## src/rtl/mesm6_alu_seq.sv

```systemverilog
// MESM-6 style sequential ALU: logical, end-around-carry add, popcount, CLZ,
// two-word shift and iterative shift-add multiply behind a start/done handshake.
module mesm6_alu_seq #(
  parameter int unsigned WIDTH    = 48,
  parameter int unsigned MUL_STEP = 1,
  parameter int unsigned SHW      = $clog2(WIDTH) + 1
) (
  input  logic             clk,
  input  logic             reset_n,
  input  logic             start,
  input  logic [3:0]       op,
  input  logic [WIDTH-1:0] a,
  input  logic [WIDTH-1:0] b,
  output logic [WIDTH-1:0] result,
  output logic [WIDTH-1:0] y,
  output logic             busy,
  output logic             done,
  output logic             err
);

  localparam int unsigned NSteps = WIDTH / MUL_STEP;
  localparam int unsigned CntW   = $clog2(NSteps + 1);
  localparam int unsigned PW     = WIDTH + MUL_STEP;

  localparam logic [3:0] OpNop   = 4'd0;
  localparam logic [3:0] OpAnd   = 4'd1;
  localparam logic [3:0] OpOr    = 4'd2;
  localparam logic [3:0] OpXor   = 4'd3;
  localparam logic [3:0] OpAddc  = 4'd4;
  localparam logic [3:0] OpCount = 4'd5;
  localparam logic [3:0] OpClz   = 4'd6;
  localparam logic [3:0] OpShift = 4'd7;
  localparam logic [3:0] OpMul   = 4'd8;

  typedef enum logic [2:0] {StIdle, StExec, StFix, StMul, StDone} state_e;

  state_e           state_q, state_d;
  logic [WIDTH-1:0] a_q, a_d, b_q, b_d;
  logic [3:0]       op_q, op_d;
  logic             carry_q, carry_d;
  logic [WIDTH-1:0] acc_hi_q, acc_hi_d, acc_lo_q, acc_lo_d;
  logic [CntW-1:0]  cnt_q, cnt_d;
  logic [WIDTH-1:0] result_q, result_d, y_q, y_d;
  logic             busy_q, busy_d, done_q, done_d, err_q, err_d;

  function automatic logic [WIDTH-1:0] popcnt(input logic [WIDTH-1:0] v);
    logic [WIDTH-1:0] c;
    c = '0;
    for (int i = 0; i < WIDTH; i++) c = c + WIDTH'(v[i]);
    return c;
  endfunction

  // Leading zeros plus one; zero operand yields zero.
  function automatic logic [WIDTH-1:0] clz_plus1(input logic [WIDTH-1:0] v);
    logic [WIDTH-1:0] z;
    logic             found;
    z     = '0;
    found = 1'b0;
    for (int i = WIDTH - 1; i >= 0; i--) begin
      if (!found) begin
        if (v[i]) found = 1'b1;
        else      z = z + WIDTH'(1);
      end
    end
    return found ? z + WIDTH'(1) : '0;
  endfunction

  logic [WIDTH-1:0]   clz_z, add_lhs;
  logic [WIDTH:0]     add_sum;
  logic [SHW-1:0]     sh_n;
  logic [2*WIDTH-1:0] sh_right, sh_left;
  logic [MUL_STEP-1:0] mul_digit;
  logic [PW-1:0]      mul_sum;
  logic [2*WIDTH-1:0] mul_next;

  always_comb begin
    clz_z = clz_plus1(a_q);
    case (op_q)
      OpCount: add_lhs = popcnt(a_q);
      OpClz:   add_lhs = clz_z;
      default: add_lhs = a_q;
    endcase
    add_sum  = {1'b0, add_lhs} + {1'b0, b_q};
    sh_n     = b_q[WIDTH-2 -: SHW];
    sh_right = {a_q, {WIDTH{1'b0}}} >> sh_n;
    sh_left  = {{WIDTH{1'b0}}, a_q} << sh_n;
    // Retire MUL_STEP multiplier bits: add partial product, shift {hi,lo} right.
    mul_digit = acc_lo_q[MUL_STEP-1:0];
    mul_sum   = PW'(acc_hi_q) + PW'(a_q) * PW'(mul_digit);
    mul_next  = (2*WIDTH)'({mul_sum, acc_lo_q} >> MUL_STEP);
  end

  always_comb begin
    state_d  = state_q;
    a_d      = a_q;
    b_d      = b_q;
    op_d     = op_q;
    carry_d  = carry_q;
    acc_hi_d = acc_hi_q;
    acc_lo_d = acc_lo_q;
    cnt_d    = cnt_q;
    result_d = result_q;
    y_d      = y_q;
    err_d    = err_q;
    done_d   = 1'b0;

    case (state_q)
      StIdle: begin
        if (start && (op != OpNop)) begin
          a_d     = a;
          b_d     = b;
          op_d    = op;
          err_d   = 1'b0;
          state_d = StExec;
        end
      end
      StExec: begin
        case (op_q)
          OpAnd: begin
            result_d = a_q & b_q;
            y_d      = '0;
            done_d   = 1'b1;
            state_d  = StDone;
          end
          OpOr: begin
            result_d = a_q | b_q;
            y_d      = '0;
            done_d   = 1'b1;
            state_d  = StDone;
          end
          OpXor: begin
            result_d = a_q ^ b_q;
            y_d      = a_q;
            done_d   = 1'b1;
            state_d  = StDone;
          end
          OpAddc, OpCount, OpClz: begin
            result_d = add_sum[WIDTH-1:0];
            carry_d  = add_sum[WIDTH];
            y_d      = (op_q == OpClz) ? (a_q << clz_z) : '0;
            state_d  = StFix;
          end
          OpShift: begin
            if (b_q[WIDTH-1]) begin
              result_d = sh_right[2*WIDTH-1:WIDTH];
              y_d      = sh_right[WIDTH-1:0];
            end else begin
              result_d = sh_left[WIDTH-1:0];
              y_d      = sh_left[2*WIDTH-1:WIDTH];
            end
            done_d  = 1'b1;
            state_d = StDone;
          end
          OpMul: begin
            acc_hi_d = '0;
            acc_lo_d = b_q;
            cnt_d    = CntW'(NSteps);
            state_d  = StMul;
          end
          default: begin
            err_d   = 1'b1;
            done_d  = 1'b1;
            state_d = StDone;
          end
        endcase
      end
      StFix: begin
        result_d = result_q + WIDTH'(carry_q);
        done_d   = 1'b1;
        state_d  = StDone;
      end
      StMul: begin
        acc_hi_d = mul_next[2*WIDTH-1:WIDTH];
        acc_lo_d = mul_next[WIDTH-1:0];
        cnt_d    = cnt_q - CntW'(1);
        if (cnt_q == CntW'(1)) begin
          result_d = mul_next[2*WIDTH-1:WIDTH];
          y_d      = mul_next[WIDTH-1:0];
          done_d   = 1'b1;
          state_d  = StDone;
        end
      end
      StDone:  state_d = StIdle;
      default: state_d = StIdle;
    endcase

    busy_d = (state_d != StIdle);
  end

  always_ff @(posedge clk or negedge reset_n) begin
    if (!reset_n) begin
      state_q  <= StIdle;
      a_q      <= '0;
      b_q      <= '0;
      op_q     <= '0;
      carry_q  <= 1'b0;
      acc_hi_q <= '0;
      acc_lo_q <= '0;
      cnt_q    <= '0;
      result_q <= '0;
      y_q      <= '0;
      busy_q   <= 1'b0;
      done_q   <= 1'b0;
      err_q    <= 1'b0;
    end else begin
      state_q  <= state_d;
      a_q      <= a_d;
      b_q      <= b_d;
      op_q     <= op_d;
      carry_q  <= carry_d;
      acc_hi_q <= acc_hi_d;
      acc_lo_q <= acc_lo_d;
      cnt_q    <= cnt_d;
      result_q <= result_d;
      y_q      <= y_d;
      busy_q   <= busy_d;
      done_q   <= done_d;
      err_q    <= err_d;
    end
  end

  assign result = result_q;
  assign y      = y_q;
  assign busy   = busy_q;
  assign done   = done_q;
  assign err    = err_q;

endmodule

```

## config.mk

```make
export PLATFORM = sky130hd
export DESIGN_NAME = mesm6_alu_seq
export DESIGN_NICKNAME = d
export VERILOG_FILES = /design/src/rtl/mesm6_alu_seq.sv
export SDC_FILE = /design/constraint.sdc
export NUM_CORES = 2
export LEC_CHECK = 0
export CORE_AREA = 2 2 290 292
export DETAILED_ROUTE_END_ITERATION = 6
export DIE_AREA = 0 0 292 294
export DONT_BUFFER_PORTS = 1
export PLACE_DENSITY = 0.74
export SYNTH_ARGS = -nofsm -noshare
export SYNTH_HDL_FRONTEND = slang
export SYNTH_SLANG_ARGS = --single-unit
```

## constraint.sdc

```tcl
create_clock -name clk -period 34.1 [get_ports clk]
set_clock_uncertainty 0.05 [all_clocks]
set_input_delay 6.82 -clock clk [delete_from_list [all_inputs] [get_ports clk]]
set_output_delay 6.82 -clock clk [all_outputs]
set_load 0.05 [all_outputs]
```

==> reports/metrics.yaml <==
status: "finished with violations"
violations: "DRC, capacitance limit, slew limit"
drcViolationCount: 1
hold_path.class: "flip-flop to flip-flop"
final-max-slew-violation-count: 11
crit_buf_inv: 8
finalCritPeriodShare: 0.975
synthDistinctLibCells: 120
place_congestion: 1.12
synth_edf_count: 0
nets: 6083
dr_total_vias: 47747
num_rows: 106
placement.cell_area_mm2: 0.0433
fmax_ghz: 0.0301
synthFlopType: "dfrtp_1"
synthAdderAreaFrac: 0.0988
viasPerCell: 7.00
antenna_found_initial: 30
area_growth_pct: 11.4
yosys-mux-area-fraction: 0.103
rsz0062_at_grt: "yes"
syn_area_per_cell_um2: 7.26
route.final.wire_length_um: 233000
grt_max_degree: 306
critical_path_peak_fanout: 4
overflow: 0
crit_top_cell: "ha_1"
max_slew_margin: -0.0911
initial_utilization: 0.496
synthSimpleGateAreaFrac: 0.221
slowest_stage: "dfrtp_2"
setup_viol: 0
multiInputGateArea_mm2: 0.0319
synthesis.area_mm2: 0.0411
async_reset_ff_frac: 1.00
ios: 202
drtPass1Iterations: 7
dieHeight_um: 294
startpoint_type: "flip-flop"
clk_pin_slew_ps: 80
min_period_ps: 33250
io_buffers: 0
maxCapViolCount: 1
cts_buffers: 39
first_global_vias: 43308
critical_path_class: "flip-flop to flip-flop"
drive_above_1_share: 0.128
die_w_um: 292
path_delay_family: "adder cells"
synth-compound-area-share: 0.261
register_area_mm2: 0.00765
cts_tree: "done"
reg2reg_slack_ps: 850
worst_slew_pin_slew_ps: 1630
synth_top_area_cell: "dfrtp_1"
synthTopCellsByArea: "dfrtp_1 (19%), mux2i_1 (8.0%), ha_1 (7.7%)"
crit_arrival_ps: 33690
mostFrequentLayoutCell: "nand2_1"
crit_path_max_incr_delay_ps: 460
synth_nets: 6066
yosysTopAreaCellShare: 0.186
clockBufferDepth: 3
cts.htree.levels: 2
hpwlAfterDp_um: 173000
worstSkewPairLatency_ps: 630
layout_common_cells: "nand2_1 (768), nor2_1 (576), o21ai_0 (514)"
synth_top_family_by_area: "compound AO/OA/AOI/OAI gates"
track_usage: 0.520
drt_iter0_drc: 7217
required_ps: 34540
ys_ff_latch: 305
cts_root_buffer: "clkbuf_16"
yosys_warnings: 0
hold_viol: 0
synth_cells: 5669
die_area_mm2: 0.0858
postRouteAntennaNets: 0
fillers: 7933
endpoint_kind: "flip-flop"
synth-seq-area-share: 0.186
avgRoutedWirePerCell_um: 34.1
cts.sink_count: 305
synth_xor_area_frac: 0.0747
grt_pass1_wl_um: 320000
fp.coreArea_mm2: 0.0829
final_area_mm2: 0.0459
-- worst reg2reg max path: cells and delay by family, from the launching register on --
kind	cells	cell delay [ps]
xor+xnor	2	210
simple gates	60	5350
buf+inv	8	880
fa+ha+maj	46	13180
flops	1	460
compound gates	69	9960
mux	21	2970
-- layer usage --
layer / global-route usage / share of wire / vias to the layer above / routed length (um)
met5: 0 / 0.0019 / - / 433
met4: 0.380 / 0.089 / 30 / 20600
met3: 0.222 / 0.15 / 915 / 34000
met2: 0.715 / 0.39 / 3677 / 91000
met1: 0.644 / 0.37 / 22740 / 86800
li1: - / - / 20385 / -
-- repair_timing --
item	in CTS	in global routing
pin swaps	40	171
cloned	0	0
gates resized for setup	54	124
hold buffers	0	0
buffers inserted	56	38
endpoints found under the setup margin	25	39
-- Yosys cell counts (13+ instances only) --
cell type,instances
a21boi_0,13
a21oi_1,414
o21a_1,22
o22ai_1,72
xnor3_1,13
or2_2,13
a211o_1,13
o211ai_1,89
xnor2_1,176
nor3_1,145
and2_1,79
nand4_1,35
a21o_1,44
nor2b_1,46
o21bai_1,24
a22oi_1,64
o21ai_1,35
dfrtp_1,305
nor2_1,589
nand3_1,134
ha_1,253
o31ai_1,30
nand2_1,783
inv_1,209
a31oi_1,59
o2111ai_1,18
xor2_1,77
nor3b_1,13
nor4_1,13
a22o_1,37
a211oi_1,29
and3_1,72
or3_1,22
a221oi_1,35
o221ai_1,30
fa_1,41
mux2_2,57
nand2b_1,40
buf_1,68
o21ai_0,553
clkbuf_1,320
mux2i_1,328
-- cell families (layout without fill, tap and decap cells) --
kind of cell | Yosys count | count (layout)
compound gates | 1721 | 1721
other cells | 0 | 20
flops | 305 | 305
simple gates | 2032 | 2032
buf+inv | 616 | 664
xor+xnor | 293 | 293
mux | 400 | 400
fa+ha+maj | 302 | 302
-- state kept, by name, indices dropped and copies added, names as in the netlist, 3 cells and up --
signal and cells:
acc_lo_q 48, result 48, state_q 3, a_q 48, cnt_q 6, y 48
op_q 4, b_q 48, acc_hi_q 48
-- through the flow --
stage / instances / TNS, ps / worst slack (ps) / util / hold WS (ps)
floorplan: 5669 / 0 / 8.02 / - / 381
global placement: 6639 / -3740 / -896 / 0.522 / 395
detailed placement: 6639 / -19260 / -1890 / 0.522 / 406
CTS: 6767 / 0 / 12.1 / 0.544 / 418
global route: 6802 / -6170 / -809 / 0.553 / 451
finish: 6817 / 0 / 852 / 0.553 / 423
-- path summary, 6_finish.rpt --
kind | from | to | depth (start not counted)
max reg2reg | a_q[47] | result[44] | 206
min in group asynchronous | reset_n | acc_hi_q[35] | 0
min | acc_lo_q[25] | acc_lo_q[25] | 2
max | a_q[47] | result[44] | 206
min reg2reg | acc_lo_q[25] | acc_lo_q[25] | 2
max in group asynchronous | reset_n | y[6] | 0
-- cell type report --
cell class | instances | area share
tap | 1080 | 0.0295
clock inverter | 20 | 0.00434
inverter | 216 | 0.0178
multi-input combinational | 4748 | 0.696
sequential | 305 | 0.167
antenna | 20 | 0.00109
clock buffer | 52 | 0.0228
timing repair buffer | 376 | 0.0619
Power is left out: the tool's default activity adds up to more than one toggle a clock period on the data nets, which glitch-free logic cannot reach.
